File: src/rtl/vector_elem_sequencer.sv
// vector_elem_sequencer
//   Element-loop controller for the bit-serial VPU datapath. A start command
//   latches vl/vsew/vill/vstart, works out how many elements are active, then
//   hands elements to the datapath one at a time over valid/ready. It also
//   tracks architectural vstart progress so that a kill can resume later.
//
// Ports
//   i_clk, i_rst        clock, synchronous active-high reset
//   i_start             start request (only honoured while o_idle)
//   i_vl, i_vsew,
//   i_vill, i_vstart    vector CSR state for this instruction
//   i_kill              abort the running instruction (trap/flush)
//   i_elem_ready        datapath accepts the presented element
//   o_idle              sequencer is idle and can take a start
//   o_elem_valid        an element is presented
//   o_elem_idx          element index
//   o_byte_off          byte offset of that element in the register
//   o_elem_last         presented element is the final one
//   o_done / o_err      one-cycle completion pulse, err = rejected instruction
//   o_vstart            vstart progress value
module vector_elem_sequencer #(
  parameter int WIDTH = 32,
  parameter int VLEN  = 256
) (
  input  logic                           i_clk,
  input  logic                           i_rst,
  input  logic                           i_start,
  input  logic [WIDTH-1:0]               i_vl,
  input  logic [2:0]                     i_vsew,
  input  logic                           i_vill,
  input  logic [WIDTH-1:0]               i_vstart,
  input  logic                           i_kill,
  input  logic                           i_elem_ready,
  output logic                           o_idle,
  output logic                           o_elem_valid,
  output logic [$clog2(VLEN/8)-1:0]      o_elem_idx,
  output logic [$clog2(VLEN/8)-1:0]      o_byte_off,
  output logic                           o_elem_last,
  output logic                           o_done,
  output logic                           o_err,
  output logic [WIDTH-1:0]               o_vstart
);

  localparam int IW = $clog2(VLEN/8);

  localparam logic [1:0] S_IDLE = 2'd0;
  localparam logic [1:0] S_RUN  = 2'd1;
  localparam logic [1:0] S_DONE = 2'd2;

  logic [1:0]       state_q,  state_d;
  logic [IW-1:0]    idx_q,    idx_d;
  logic [1:0]       sew_q,    sew_d;
  logic [WIDTH-1:0] cnt_q,    cnt_d;
  logic [WIDTH-1:0] vstart_q, vstart_d;
  logic             err_q,    err_d;

  logic [WIDTH-1:0] vlmax, cnt_full, idx_ext;
  logic             xfer, last;

  // VLMAX = VLEN/8 >> sew; the clamp is done at full WIDTH so a huge vl
  // never aliases onto a small count.
  assign vlmax    = WIDTH'(VLEN/8) >> i_vsew[1:0];
  assign cnt_full = (i_vl < vlmax) ? i_vl : vlmax;

  assign idx_ext  = WIDTH'(idx_q);
  assign xfer     = (state_q == S_RUN) && i_elem_ready;
  assign last     = (idx_ext == cnt_q - WIDTH'(1));

  always_comb begin
    state_d  = state_q;
    idx_d    = idx_q;
    sew_d    = sew_q;
    cnt_d    = cnt_q;
    vstart_d = vstart_q;
    err_d    = 1'b0;
    case (state_q)
      S_IDLE: begin
        if (i_start) begin
          sew_d = i_vsew[1:0];
          cnt_d = cnt_full;
          if (i_vill || i_vsew[2]) begin
            // rejected: vstart is left untouched for the trap handler
            state_d = S_DONE;
            err_d   = 1'b1;
          end else if (i_vstart >= cnt_full) begin
            state_d  = S_DONE;
            vstart_d = '0;
          end else begin
            state_d  = S_RUN;
            idx_d    = i_vstart[IW-1:0];
            vstart_d = i_vstart;
          end
        end
      end
      S_RUN: begin
        if (i_kill) begin
          // a transfer in the kill cycle still counts as accepted
          state_d  = S_IDLE;
          vstart_d = idx_ext + WIDTH'(xfer);
        end else if (xfer) begin
          if (last) begin
            state_d  = S_DONE;
            vstart_d = '0;
          end else begin
            idx_d = idx_q + IW'(1);
          end
        end
      end
      S_DONE: begin
        state_d = S_IDLE;
      end
      default: begin
        state_d = S_IDLE;
      end
    endcase
  end

  always_ff @(posedge i_clk) begin
    if (i_rst) begin
      state_q  <= S_IDLE;
      idx_q    <= '0;
      sew_q    <= '0;
      cnt_q    <= '0;
      vstart_q <= '0;
      err_q    <= 1'b0;
    end else begin
      state_q  <= state_d;
      idx_q    <= idx_d;
      sew_q    <= sew_d;
      cnt_q    <= cnt_d;
      vstart_q <= vstart_d;
      err_q    <= err_d;
    end
  end

  assign o_idle       = (state_q == S_IDLE);
  assign o_elem_valid = (state_q == S_RUN);
  assign o_elem_idx   = idx_q;
  // idx < VLMAX, so the shifted value always fits inside the register
  assign o_byte_off   = idx_q << sew_q;
  assign o_elem_last  = (state_q == S_RUN) && last;
  assign o_done       = (state_q == S_DONE);
  assign o_err        = (state_q == S_DONE) && err_q;
  assign o_vstart     = (state_q == S_RUN) ? idx_ext : vstart_q;

endmodule

File: config.mk
export PLATFORM = sky130hd
export DESIGN_NAME = vector_elem_sequencer
export DESIGN_NICKNAME = d
export VERILOG_FILES = /design/src/rtl/vector_elem_sequencer.sv
export SDC_FILE = /design/constraint.sdc
export NUM_CORES = 1
export LEC_CHECK = 0
export BUFFER_PORTS_ARGS = -buffer_cell sky130_fd_sc_hd__buf_2
export CORE_ASPECT_RATIO = 0.5
export CORE_MARGIN = 5
export CORE_UTILIZATION = 50
export DETAILED_ROUTE_END_ITERATION = 12
export GPL_TIMING_DRIVEN = 0
export PLACE_DENSITY_LB_ADDON = 0.3
export SYNTH_ARGS = -nofsm -noshare
export SYNTH_HDL_FRONTEND = slang
export SYNTH_SLANG_ARGS = --single-unit
File: constraint.sdc
create_clock -name i_clk -period 9.9 [get_ports i_clk]
set_input_delay 1.485 -clock i_clk [delete_from_list [all_inputs] [get_ports i_clk]]
set_output_delay 1.485 -clock i_clk [all_outputs]
set_load 0.01 [all_outputs]
==> run metrics <==
worst min path class=reg2reg; CP peak stage delay=0.87 ns; total power=783 uW; Synth top cells by count=74 x dfxtp_1, 64 x nand2_1, 57 x and2_1; area share of the largest cell type after synthesis=between 30 and 40%; hold_buf cts=0; wire length per cell=14.7 um; Synth cell types=about 60; CP Data Arrival Time=about 6.0 ns; Leak=roughly 0.0025 uW; crit-path max FO=10; final setup vio count=0; number of global-route vias before repair=between 4,000 and 5,000; crit path time final=about 5.8 ns; Setup crit end=o_elem_idx[4]$_SDFFE_PP0P_; share of cells above drive strength 1=between 20 and 25%; Root Buffer=clkbuf_16; Placed Area=around 5200 um2; R2R setup slack=6.58 ns; startpoint types=input pin; max cap viols=0; Post-Layout Cell Count=slightly above 800; status=finished clean; count leader, synth=dfxtp_1; H-Tree Depth=3; initial antenna violation count=0; final hold slack=around 0.45 ns; number of synthesized flops with an enable pin=0; Hold Fails Final Rpt=0; first-pass GRT wire length=around 20,000 um; Syn-to-layout area delta=25.8%; Main synth FF type=dfxtp_1; maximum VDD drop=just under 0.1 mV; Placed Cells=800; max_slew headroom=roughly 29%; CTS tree=built; Slew Limit Fails=0; Max Fclk=about 170 MHz; CP Cell Sequence=buf_2 -> or2_2 -> ha_1 -> nor4_1 -> nand4_1 -> a311oi_1 -> nor2_1 -> a21oi_1 -> ha_1 -> a21o_1 -> a21oi_1 -> a211oi_1 -> o31ai_1 -> a31oi_1 -> o21ai_1 -> o21ai_1 -> a2111oi_2; net total in the final layout=between 800 and 900; Site Rows=24; DP Wirelength=between 9000 and 10,000 um; CTS Buffer Depth=2; cell count after synthesis=540; PostCTS Resize Cnt=0; Iter 0 DRT Violations=247; IO Port Bufs=between 100 and 150; clock sinks=between 70 and 80; Worst-Margin Slew=between 1 and 1.5 ns; die width=~140 um; Critical Path RT=10.13 ns; placer congestion estimate=about 0.90; die area=approximately 11,000 um2; R2R Path Start=cnt_q[9]$_SDFFE_PP0P_; num ports=120; Initial Util=around 51%; number of synthesized register bits=74; drt total wl=~12,000 um; Die Y=roughly 76 um; clk_lat worst skew=0.34 ns; Syn Area/Cell=around 8.2 um2; final instance area=about 5600 um2; PD cells=between 100 and 150 nW/um2; drt first pass iters=5; drt via density=about 5.4; CP max stage cell=a311oi_1; TritonCTS buffer count=9; n_diodes=0; total congestion overflow=0; Layout Skew=0.00440 ns; Global Route Usage Sum=22.4%; Seq/Total Area, Yosys=between 30 and 40%; R2R Path End=vstart_q[5]$_SDFFE_PP0P_; Critical Path Source=i_vsew[1]; synth top area cells=dfxtp_1 34%, ha_1 11%, and2_1 8.1%; RSZ-0062 raised after global routing=no; Ys Warns=0; Routed Antenna Nets=0; Worst-path clk slew=around 0.060 ns; R2R depth=10; Yosys top cell by area=dfxtp_1; setup tns final=0 ns; core area=8650 um2; Tcrit/Tclk final=58.6%; largest net degree at the start of global routing=13; Crit. End Element=flip-flop; Setup Buffers After CTS=0; Post-synth ARST share=0%; drc violations=0; synthesized cell area=roughly 4400 um2; Vias=approximately 4,400; Setup CP Type=in2reg
[layout make-up]
cell class	instances	area [um2]
fillers	772	3090
multi-input cells	447	2820
flip-flops and latches	74	1480
repair buffers	118	591
clock buffers	9	225
plain buffers	33	170
well taps	117	146
clock inverters	6	82.6
inverters	11	41.3
[worst max-delay path: cells and delay by family]
family          cells  cell delay, ns
buf+inv             1            0.13
fa+ha+maj           2            0.48
simple gates        4            0.71
compound gates     10            3.21
[stage by stage]
step	util [%]	setup WS, ns
floorplan	-	4.71
global placement	60.7	3.88
detailed placement	60.7	3.85
CTS	64.2	4.18
global route	64.2	3.65
finish	64.2	4.10
[layer usage]
metal / vias to the layer above / GRT usage [%] / wire [um]
met5: - / 0 / 0
met2: 110 / 37.0 / 5640
met1: 2057 / 28.4 / 5470
met4: 0 / 6.17 / 182
li1: 2212 / - / -
met3: 20 / 6.33 / 717
[sequential cells by signal, indices dropped and copies added, names as in the netlist]
name	count
sew_q	2
cnt_q	32
state_q	2
vstart_q	32
o_elem_idx	5
err_q	1
[report_power, final]
group	leakage (uW)	internal, uW	switching, uW	total [uW]
Clock	0.000151	218	124	341
Combinational	0.00178	54.9	74.1	129
Sequential	0.000599	306	6.42	313
[layout by cell type, fill, tap and decap left out, drive strengths merged, types with 4 or more instances in the layout]
master / netlist / routed
nor4: 13 / 13
clkbuf: 26 / 35
nor4b: 4 / 4
buf: 7 / 125
a21o: 5 / 5
nand2: 64 / 64
nand3: 35 / 35
nand2b: 9 / 9
nand4: 9 / 9
a211oi: 13 / 13
a31oi: 5 / 5
xnor2: 6 / 6
o21a: 4 / 4
dfxtp: 74 / 74
o21ai: 11 / 11
nor3: 14 / 14
ha: 40 / 40
a21oi: 48 / 48
nor2b: 4 / 4
and2: 57 / 57
inv: 11 / 11
nor2: 32 / 32
a221oi: 4 / 4
conb: 1 / 26
[cells by family after synthesis]
| group | synth area share, % |
|---|---|
| compound gates | 16.3 |
| flops | 33.5 |
| mux | 1.47 |
| buf+inv | 4.79 |
| simple gates | 30.7 |
| fa+ha+maj | 11.3 |
| xor+xnor | 1.78 |
| other cells | 0.0849 |
[worst min-delay path by stage]
stage,end,slack [ns],startpoint,cells after the start
5_1_grt,vstart_q[25]$_SDFFE_PP0P_,0.47,vstart_q[25]$_SDFFE_PP0P_,2
4_1_cts,vstart_q[19]$_SDFFE_PP0P_,0.45,vstart_q[19]$_SDFFE_PP0P_,2
3_5_place_dp,vstart_q[10]$_SDFFE_PP0P_,0.44,vstart_q[10]$_SDFFE_PP0P_,2
6_report,vstart_q[10]$_SDFFE_PP0P_,0.45,vstart_q[10]$_SDFFE_PP0P_,2
3_3_place_gp,vstart_q[16]$_SDFFE_PP0P_,0.43,vstart_q[16]$_SDFFE_PP0P_,2
2_1_floorplan,vstart_q[10]$_SDFFE_PP0P_,0.43,vstart_q[10]$_SDFFE_PP0P_,2
Power figures use the tool's default switching activity.
